$ cat config.mk
export PLATFORM = sky130hd
export DESIGN_NAME = vec_mem_sequencer
export DESIGN_NICKNAME = d
export VERILOG_FILES = /design/src/rtl/vec_mem_sequencer.sv
export SDC_FILE = /design/constraint.sdc
export NUM_CORES = 1
export LEC_CHECK = 0
export ABC_AREA = 1
export CAP_MARGIN = 20
export CORE_ASPECT_RATIO = 0.7
export CORE_MARGIN = 1
export CORE_UTILIZATION = 40
export CTS_BUF_LIST = sky130_fd_sc_hd__clkbuf_8
export CTS_CLUSTER_DIAMETER = 80
export DETAILED_ROUTE_END_ITERATION = 8
export SETUP_SLACK_MARGIN = 0.5
export SYNTH_ARGS = -nofsm -noshare
export SYNTH_HDL_FRONTEND = slang
export SYNTH_SLANG_ARGS = --single-unit
export TNS_END_PERCENT = 50
$ cat constraint.sdc
create_clock -name CLK -period 14.95 [get_ports CLK]
set_input_delay 1.495 -clock CLK [delete_from_list [all_inputs] [get_ports CLK]]
set_output_delay 1.495 -clock CLK [all_outputs]
set_load 0.01 [all_outputs]
$ cat src/rtl/vec_mem_sequencer.sv
// ============================================================================
// Module   : vec_mem_sequencer
// Brief    : Serialises one scalar/vector load or store into byte-wide
//            accesses on a single-port data memory; pulses done_o at the end.
//            Optional range check enabled by defining VMS_RANGE_CHECK_EN.
// Revision : 1.0 - initial release
// ============================================================================
`default_nettype none

module vec_mem_sequencer #(
    parameter int I         = 20,
    parameter int L         = 8,
    parameter int A         = 32,
    parameter int MEM_DEPTH = 4096
) (
    input  logic           CLK,
    input  logic           RST,
    input  logic           start_i,
    input  logic           vector_i,
    input  logic           write_i,
    input  logic [A-1:0]   address_i,
    input  logic [I*L-1:0] wdata_v_i,
    input  logic [L-1:0]   wdata_s_i,
    input  logic [L-1:0]   mem_rdata_i,
    output logic [A-1:0]   mem_addr_o,
    output logic [L-1:0]   mem_wdata_o,
    output logic           mem_we_o,
    output logic [I*L-1:0] rdata_v_o,
    output logic [L-1:0]   rdata_s_o,
    output logic           busy_o,
    output logic           done_o,
    output logic           err_o
);

    localparam int c_k_w = (I > 1) ? $clog2(I) : 1;

    typedef enum logic [2:0] {
        S_IDLE  = 3'd0,
        S_WRITE = 3'd1,
        S_READ  = 3'd2,
        S_DRAIN = 3'd3,
        S_DONE  = 3'd4
    } state_t;

    state_t             r_state;
    logic [c_k_w-1:0]   r_k;
    logic [c_k_w-1:0]   r_last;
    logic               r_vec;
    logic [A-1:0]       r_base;
    logic [L-1:0]       r_wlane  [I];
    logic [L-1:0]       r_gather [I];
    logic [L-1:0]       r_rdv    [I];
    logic [L-1:0]       r_rds;
    logic [A-1:0]       r_addr;
    logic [L-1:0]       r_wdata;
    logic               r_we;
    logic               r_busy;
    logic               r_done;
    logic               r_err;

    logic [c_k_w-1:0]   w_k_next;
    logic [c_k_w-1:0]   w_k_prev;
    logic [A-1:0]       w_addr_next;
    logic               w_range_err;

    assign w_k_next    = r_k + c_k_w'(1);
    assign w_k_prev    = r_k - c_k_w'(1);
    assign w_addr_next = r_base + A'(w_k_next);

`ifdef VMS_RANGE_CHECK_EN
    logic [A:0] w_last_addr;
    // One extra bit so a request running past 2^A-1 is still caught.
    assign w_last_addr = {1'b0, address_i} + (A+1)'(vector_i ? I - 1 : 0);
    assign w_range_err = (w_last_addr > (A+1)'(MEM_DEPTH - 1));
`else
    assign w_range_err = 1'b0;
`endif

    always_ff @(posedge CLK) begin
        if (!RST) begin
            r_state <= S_IDLE;
            r_k     <= '0;
            r_last  <= '0;
            r_vec   <= 1'b0;
            r_base  <= '0;
            r_rds   <= '0;
            r_addr  <= '0;
            r_wdata <= '0;
            r_we    <= 1'b0;
            r_busy  <= 1'b0;
            r_done  <= 1'b0;
            r_err   <= 1'b0;
            for (int j = 0; j < I; j++) begin
                r_wlane[j]  <= '0;
                r_gather[j] <= '0;
                r_rdv[j]    <= '0;
            end
        end else begin
            case (r_state)
                S_IDLE: begin
                    if (start_i) begin
                        r_busy <= 1'b1;
                        r_k    <= '0;
                        r_vec  <= vector_i;
                        r_base <= address_i;
                        r_last <= vector_i ? c_k_w'(I - 1) : '0;
                        for (int j = 0; j < I; j++)
                            r_wlane[j] <= wdata_v_i[j*L +: L];
                        if (!vector_i)
                            r_wlane[0] <= wdata_s_i;
                        if (w_range_err) begin
                            r_state <= S_DONE;
                            r_done  <= 1'b1;
                            r_err   <= 1'b1;
                        end else begin
                            r_state <= write_i ? S_WRITE : S_READ;
                            r_addr  <= address_i;
                            r_we    <= write_i;
                            r_wdata <= write_i ? (vector_i ? wdata_v_i[L-1:0] : wdata_s_i) : '0;
                        end
                    end
                end
                S_WRITE: begin
                    if (r_k == r_last) begin
                        r_state <= S_DONE;
                        r_done  <= 1'b1;
                        r_addr  <= '0;
                        r_wdata <= '0;
                        r_we    <= 1'b0;
                    end else begin
                        r_k     <= w_k_next;
                        r_addr  <= w_addr_next;
                        r_wdata <= r_wlane[w_k_next];
                    end
                end
                S_READ: begin
                    // Read data lags the address by one cycle.
                    if (r_k != '0)
                        r_gather[w_k_prev] <= mem_rdata_i;
                    if (r_k == r_last) begin
                        r_state <= S_DRAIN;
                        r_addr  <= '0;
                    end else begin
                        r_k    <= w_k_next;
                        r_addr <= w_addr_next;
                    end
                end
                S_DRAIN: begin
                    // Visible load outputs change only on completion.
                    if (r_vec) begin
                        for (int j = 0; j < I; j++)
                            r_rdv[j] <= (j == I - 1) ? mem_rdata_i : r_gather[j];
                    end else begin
                        r_rds <= mem_rdata_i;
                    end
                    r_state <= S_DONE;
                    r_done  <= 1'b1;
                end
                S_DONE: begin
                    r_state <= S_IDLE;
                    r_done  <= 1'b0;
                    r_err   <= 1'b0;
                    r_busy  <= 1'b0;
                    r_k     <= '0;
                end
                default: begin
                    r_state <= S_IDLE;
                    r_done  <= 1'b0;
                    r_err   <= 1'b0;
                    r_busy  <= 1'b0;
                    r_we    <= 1'b0;
                    r_addr  <= '0;
                    r_wdata <= '0;
                end
            endcase
        end
    end

    for (genvar g = 0; g < I; g++) begin : g_lane_out
        assign rdata_v_o[g*L +: L] = r_rdv[g];
    end

    assign rdata_s_o   = r_rds;
    assign mem_addr_o  = r_addr;
    assign mem_wdata_o = r_wdata;
    assign mem_we_o    = r_we;
    assign busy_o      = r_busy;
    assign done_o      = r_done;
    assign err_o       = r_err;

endmodule

`default_nettype wire

==> impl_metrics.csv, run 1 <==
group,metric,value,unit
outcome,status,"completed",
cells_and_area,register_area,16000,sq um
global_routing,grt_start_max_net_pins,93,
floorplan,die_y,209,um
global_routing,grt-ovfl-total,0,
sta,worst_pin_slew,1.13,ns
power,p_int,2.64,mW
route,first_pass_iters,8,
sta,worst_slew_margin_rel,0.243,
power,p_leak,13.5,nW
cells_and_area,nets,3220,
power,power,3.64,mW
power,powerDensity,116,nW/um^2
logic_synthesis,ys_dominant_reg_cell,"edfxtp_1",
cts,cts_tree,"built",
cts,holdBufCountCts,0,
power,switching_share,0.275,
sta,max_freq,233,MHz
logic_synthesis,yosysMostFrequentCell,"nor2_1",
logic_synthesis,ys_warn_count,0,
sta,period_minus_slack,4.30,ns
logic_synthesis,synth_nets,2796,
logic_synthesis,synth_cell_types,40,
logic_synthesis,ys_top_cells_by_area,"edfxtp_1, nor2_1, nand2_1, dfxtp_1, inv_1",
floorplan,core-area,60200,sq um
setup_path,arrival,4.91,ns
logic_synthesis,yosysSeqAreaShare,0.653,
cells_and_area,fillers,5535,
power,p_switching,1.00,mW
logic_synthesis,post-synth-top-area-fraction,0.578,
floorplan,io_pins,425,
cells_and_area,multi_input_area,6260,sq um
route,drt_iter0_drc,1540,
cells_and_area,instances_no_fill,3875,
setup_path,path_max_fanout,85,
power,pwr-share-clk,0.333,
cells_and_area,final_util,0.519,
route,drc_errors,0,
cells_and_area,diodes,0,
floorplan,dieArea,62300,sq um
cts,cts_num_sinks,564,
logic_synthesis,synth-edff-count,472,
sta,period_share,0.288,
job,max_cap_viol_count,0,
route,wire_per_inst,17.9,um
logic_synthesis,synth_common_cells,"nor2_1, nand2_1, edfxtp_1, inv_1, nand3_1",
route,antenna_left,0,
sta,finalSetupTns,0,ns
power,vdd_drop_max,0.0000615,V
cts,cts_setup_buffers,0,
power,pwr-share-comb,0.148,
cts,htree_levels,3,
cells_and_area,drive_above_1_share,0.0626,
hold_path,hold_path_class,"flop to flop",
logic_synthesis,syn_area,24500,sq um
setup_path,critPathRequiredTime,15.56,ns
route,drt-vias-per-instance,4.78,
cts,ctsRootBufferMaster,"clkbuf_8",
logic_synthesis,ys_ff_latch,564,
placed_design,placed_cells,3707,
placed_design,io_buffer_count,423,
global_routing,antenna_found_initial,1,
cts,worst_skew_pair.late_latency,0.69,ns
setup_path,criticalPathCategory,"flop to flop",
floorplan,die_w,298,um
cts,cts_made_buffers,90,
power,p_seq_frac,0.519,
sta,slew_viol_final,0,
floorplan,num_rows,75,
global_routing,grt_pass1_wl,105000,um
setup_path,setup.worst_path.start_class,"flop",
logic_synthesis,netlist_instances,2570,
sta,fin_skew,0.0364,ns
cells_and_area,area_growth,27.6,%
cts,path_clk_slew,0.06,ns
route,vias,18510,
global_routing,grt_use_total,0.221,
route,drt-total-wl,69200,um
cts,ctsResizeCount,0,
floorplan,initial_utilization,0.407,
logic_synthesis,synth_area_leader_cell,"edfxtp_1",
logic_synthesis,avgSynthCellArea,9.54,sq um
placed_design,gp_congestion,0.908,
placed_design,dpl.hpwl,48300,um
sta,setup_violations,0,
cts,cts_buffer_depth,3,
setup_path,cp-end-kind,"flop",
sta,hold_viol_final,0,
logic_synthesis,synthArstFlopShare,0,
sta,grt_setup_unrepaired,"false",
global_routing,grt_pass1_vias,18076,
[registers in the layout, summed over array words and instances, names as in the netlist, 3 cells and up]
register	cells
r_wlane	160
r_state	3
r_k	5
r_base	32
rdata_s_o	8
r_gather	152
r_rdv	160
mem_addr_o	32
mem_wdata_o	8
[routing by layer]
layer / up-vias / routed length [um] / GRT usage
li1: 8943 / - / -
met1: 8825 / 31300 / 0.312
met2: 643 / 31700 / 0.350
met3: 97 / 4980 / 0.0467
met4: 2 / 1240 / 0.0522
met5: - / 17 / 0
[critical path, cell delays in order, from the launching register on]
cell and delay (ns):
dfxtp_2 0.33, buf_4 0.73, ha_1 0.41, nand3_1 0.15, xor2_2 0.61, inv_1 0.19
ha_1 0.38, nand2_1 0.11, inv_1 0.06, nand2_1 0.07, nand3_1 0.40, nand3_1 0.28
inv_1 0.11, nand2_1 0.07, nand3_1 0.06, nand2_1 0.08, nand2_1 0.05, a21oi_1 0.13
[stage by stage]
stage	hold slack, ns	setup slack, ns	instance area [sq um]
2_1_floorplan	0.457	2.24	24500
3_3_place_gp	0.450	10.03	29400
3_5_place_dp	0.454	9.93	29500
4_1_cts	0.463	10.35	31200
5_1_grt	0.487	10.17	31300
6_report	0.460	10.65	31300
[power groups by stage]
stage | registers [mW] | clock network, mW | logic, mW
CTS | 1.89 | 1.24 | 0.539
finish | 1.89 | 1.21 | 0.539
detailed placement | 1.92 | 0 | 0.536
global placement | 1.92 | 0 | 0.524
global route | 1.90 | 1.31 | 0.590
floorplan | 1.94 | 0 | 0.270
[cells by family (layout without fill, tap and decap cells)]
family	count (synthesis)	count (layout)	share of synthesized area
AND/OR/NAND/NOR	1216	1216	0.200
flip-flops	564	564	0.653
buffers and inverters	579	1076	0.0925
XOR/XNOR	10	10	0.00557
adder cells (fa/ha/maj)	13	13	0.00694
AO/OA/AOI/OAI	187	187	0.0417
other	1	1	0.000153
[worst paths after layout]
path / cells past startpoint / slack (ns) / from / endpoint
setup / recovery: 17 / 10.65 / r_k[0]$_SDFFE_PN0P_ / mem_addr_o[22]$_SDFFE_PN0P_
hold / removal: 2 / 0.46 / mem_we_o$_SDFFE_PN0P_ / mem_we_o$_SDFFE_PN0P_
setup reg to reg: 17 / 10.65 / r_k[0]$_SDFFE_PN0P_ / mem_addr_o[22]$_SDFFE_PN0P_
hold reg to reg: 2 / 0.46 / mem_we_o$_SDFFE_PN0P_ / mem_we_o$_SDFFE_PN0P_
[final cells by class]
type                    instances  share of cell area
inverters                     464              0.0558
clock buffers                  96              0.0423
multi-input cells            1427               0.200
well taps                     808              0.0323
repair buffers                447               0.147
clock inverters                69              0.0101
flip-flops and latches        564               0.512
[layout by cell type, fill, tap and decap left out, types with 3 or more instances in the layout]
cell type / synthesis / layout
a21oi_1: 70 / 70
a22oi_1: 4 / 4
buf_16: 0 / 9
buf_4: 6 / 15
clkbuf_8: 0 / 96
clkdlybuf4s50_1: 0 / 422
clkinv_1: 2 / 18
clkinv_2: 0 / 7
clkinvlp_4: 0 / 3
dfxtp_1: 92 / 91
edfxtp_1: 472 / 472
ha_1: 12 / 12
inv_1: 455 / 493
inv_2: 6 / 7
nand2_1: 492 / 491
nand2_2: 18 / 18
nand3_1: 131 / 130
nand4_1: 8 / 8
nor2_1: 545 / 545
nor2_4: 7 / 7
o21ai_0: 68 / 67
o21ai_1: 3 / 3
o22ai_1: 38 / 38
or2_2: 8 / 8
xor2_1: 3 / 3
xor2_2: 3 / 3
Power figures use the tool's default switching activity.
==> inputs of run 2 (changes only) <==
Clock period 14.95 ns to 4.1 ns, I/O delays scaled along.
==> run 2 against run 1 <==
Against the previous run:
- via count is 0.92% higher
- count of clock-buffer cells in the layout unchanged
- core utilization barely moved
- combinational power grew to 3.7 times the previous value
- largest power group unchanged
- sequential power rose to 3.7 times the previous value
- first-iteration DRC count is 4.9% higher
- critical endpoint unchanged
- design area about the same
- clock power grew to 3.7 times the previous value
- fmax up 32%
- hold slack lost 0.11 ns
==> impl_metrics.csv, run 2 (same netlist as run 1, synthesis figures left out) <==
group,metric,value,unit
cts,ctsRootBufferMaster,"clkbuf_8",
cells_and_area,final_common_cell,"nor2_1",
sta,holdWs,0.355,ns
setup_path,criticalPathCategory,"flop to flop",
placed_design,dp_slack,0.835,ns
route,drt-total-wl,71500,um
placed_design,post_dp_cell_area,29600,sq um
cells_and_area,reg_top3,"r_rdv x160, r_wlane x160, r_gather x152",
setup_path,arrival,3.85,ns
setup_path,cp-end-kind,"flop",
outcome,status,"completed",
setup_path,critPathRequiredTime,4.70,ns
global_routing,grt-ovfl-total,0,
global_routing,grt_pass1_wl,108000,um
route,drt_iter0_drc,1616,
cells_and_area,register_area,16000,sq um
sta,setup_ws,0.853,ns
route,antenna_left,0,
cts,path_clk_slew,0.06,ns
cells_and_area,final_cell_mix,"nor2_1, inv_1, nand2_1, edfxtp_1, clkdlybuf4s50_1",
route,wire_per_inst,18.5,um
cts,htree_levels,3,
global_routing,grt_pass1_vias,18092,
cells_and_area,fillers,5510,
cts,holdBufCountCts,0,
route,first_pass_iters,6,
setup_path,path_max_fanout,11,
sta,max_freq,308,MHz
floorplan,die_y,209,um
placed_design,dpl.hpwl,49900,um
sta,finalSetupTns,0,ns
cts,worst_skew_pair.late_latency,0.68,ns
setup_path,setup.worst_path.start_class,"flop",
cts,cts_tree,"built",
sta,hold_viol_final,0,
global_routing,antenna_found_initial,0,
floorplan,num_rows,75,
cts,cts_setup_buffers,0,
job,max_cap_viol_count,0,
cells_and_area,instances_no_fill,3874,
cells_and_area,diodes,0,
floorplan,io_pins,425,
floorplan,core-area,60200,sq um
hold_path,hold_path_class,"input port to flop",
cells_and_area,final_cell_area,31300,sq um
power,p_leak,13.5,nW
route,drt-vias-per-instance,4.82,
cts,cts_num_sinks,564,
floorplan,die_w,298,um
power,powerDensity,427,nW/um^2
floorplan,dieArea,62300,sq um
placed_design,gp_congestion,0.918,
sta,setup_violations,0,
floorplan,initial_utilization,0.407,
route,drc_errors,0,
global_routing,grt_use_total,0.229,
cells_and_area,area_growth,27.6,%
sta,fin_skew,0.0297,ns
cts,cts_made_buffers,88,
sta,worst_slew_margin_rel,0.258,
sta,period_minus_slack,3.25,ns
cells_and_area,drive_above_1_share,0.0633,
sta,period_share,0.792,
placed_design,io_buffer_count,423,
placed_design,placed_cells,3710,
sta,grt_setup_unrepaired,"false",
sta,slew_viol_final,0,
power,vdd_drop_max,0.000223,V
cells_and_area,nets,3219,
cts,ctsResizeCount,0,
cells_and_area,multi_input_area,6260,sq um
route,vias,18680,
cts,cts_buffer_depth,3,
global_routing,grt_start_max_net_pins,192,
sta,worst_pin_slew,1.11,ns
[run 2: changes by cell type in the layout (fill, tap and decap cells not counted), moves of 2 or more]
cell / change
buf_12: +2
clkinvlp_4: -2
inv_6: +2
clkinv_1: -2
buf_4: +2
clkinv_2: -2
buf_16: -2
[run 2: power by group]
group | total (mW) | internal (mW) | switching [mW]
combinational | 1.99 | 0.767 | 1.23
sequential | 6.90 | 6.69 | 0.214
clock | 4.47 | 2.24 | 2.24
[run 2: layout make-up]
class,instances,area share
Multi-Input combinational cell,1427,0.200
Sequential cell,564,0.512
Inverter,464,0.0558
Timing Repair Buffer,448,0.147
Clock inverter,67,0.0107
Tap cell,808,0.0323
Clock buffer,96,0.0422
[run 2: final timing paths]
kind	startpoint	depth (start not counted)	end	slack, ns
setup / recovery	r_k[2]$_SDFFE_PN0P_	15	mem_addr_o[22]$_SDFFE_PN0P_	0.85
hold / removal	address_i[16]	3	r_base[16]$_SDFFE_PN0P_	0.36
setup reg to reg	r_k[2]$_SDFFE_PN0P_	15	mem_addr_o[22]$_SDFFE_PN0P_	0.85
hold reg to reg	mem_addr_o[8]$_SDFFE_PN0P_	2	mem_addr_o[8]$_SDFFE_PN0P_	0.47
[run 2: worst max-delay path, cell delays in order, from the launching register on]
cell and delay (ns):
dfxtp_1 0.64, nand3_1 0.22, xor2_2 0.41, inv_2 0.22, ha_1 0.37, nand2_1 0.10, nand2_1 0.07, nand2_1 0.07
nand3_1 0.38, nand3_1 0.27, inv_1 0.07, nand2_1 0.06, nand3_1 0.06, nand2_1 0.08, nand2_1 0.05, a21oi_1 0.13
[run 2: through the flow]
stage	total power, mW	util
global route	14.0	0.519
floorplan	8.02	-
CTS	13.5	0.519
global placement	8.97	0.488
finish	13.4	0.519
detailed placement	9.00	0.491
[run 2: metal layers]
metal	vias to the layer above	share of wire	track usage	routed length (um)
li1	8954	-	-	-
met1	8931	0.46	0.333	32700
met2	704	0.45	0.351	32100
met3	91	0.076	0.0463	5460
met4	0	0.017	0.0575	1230
met5	-	0	0	0
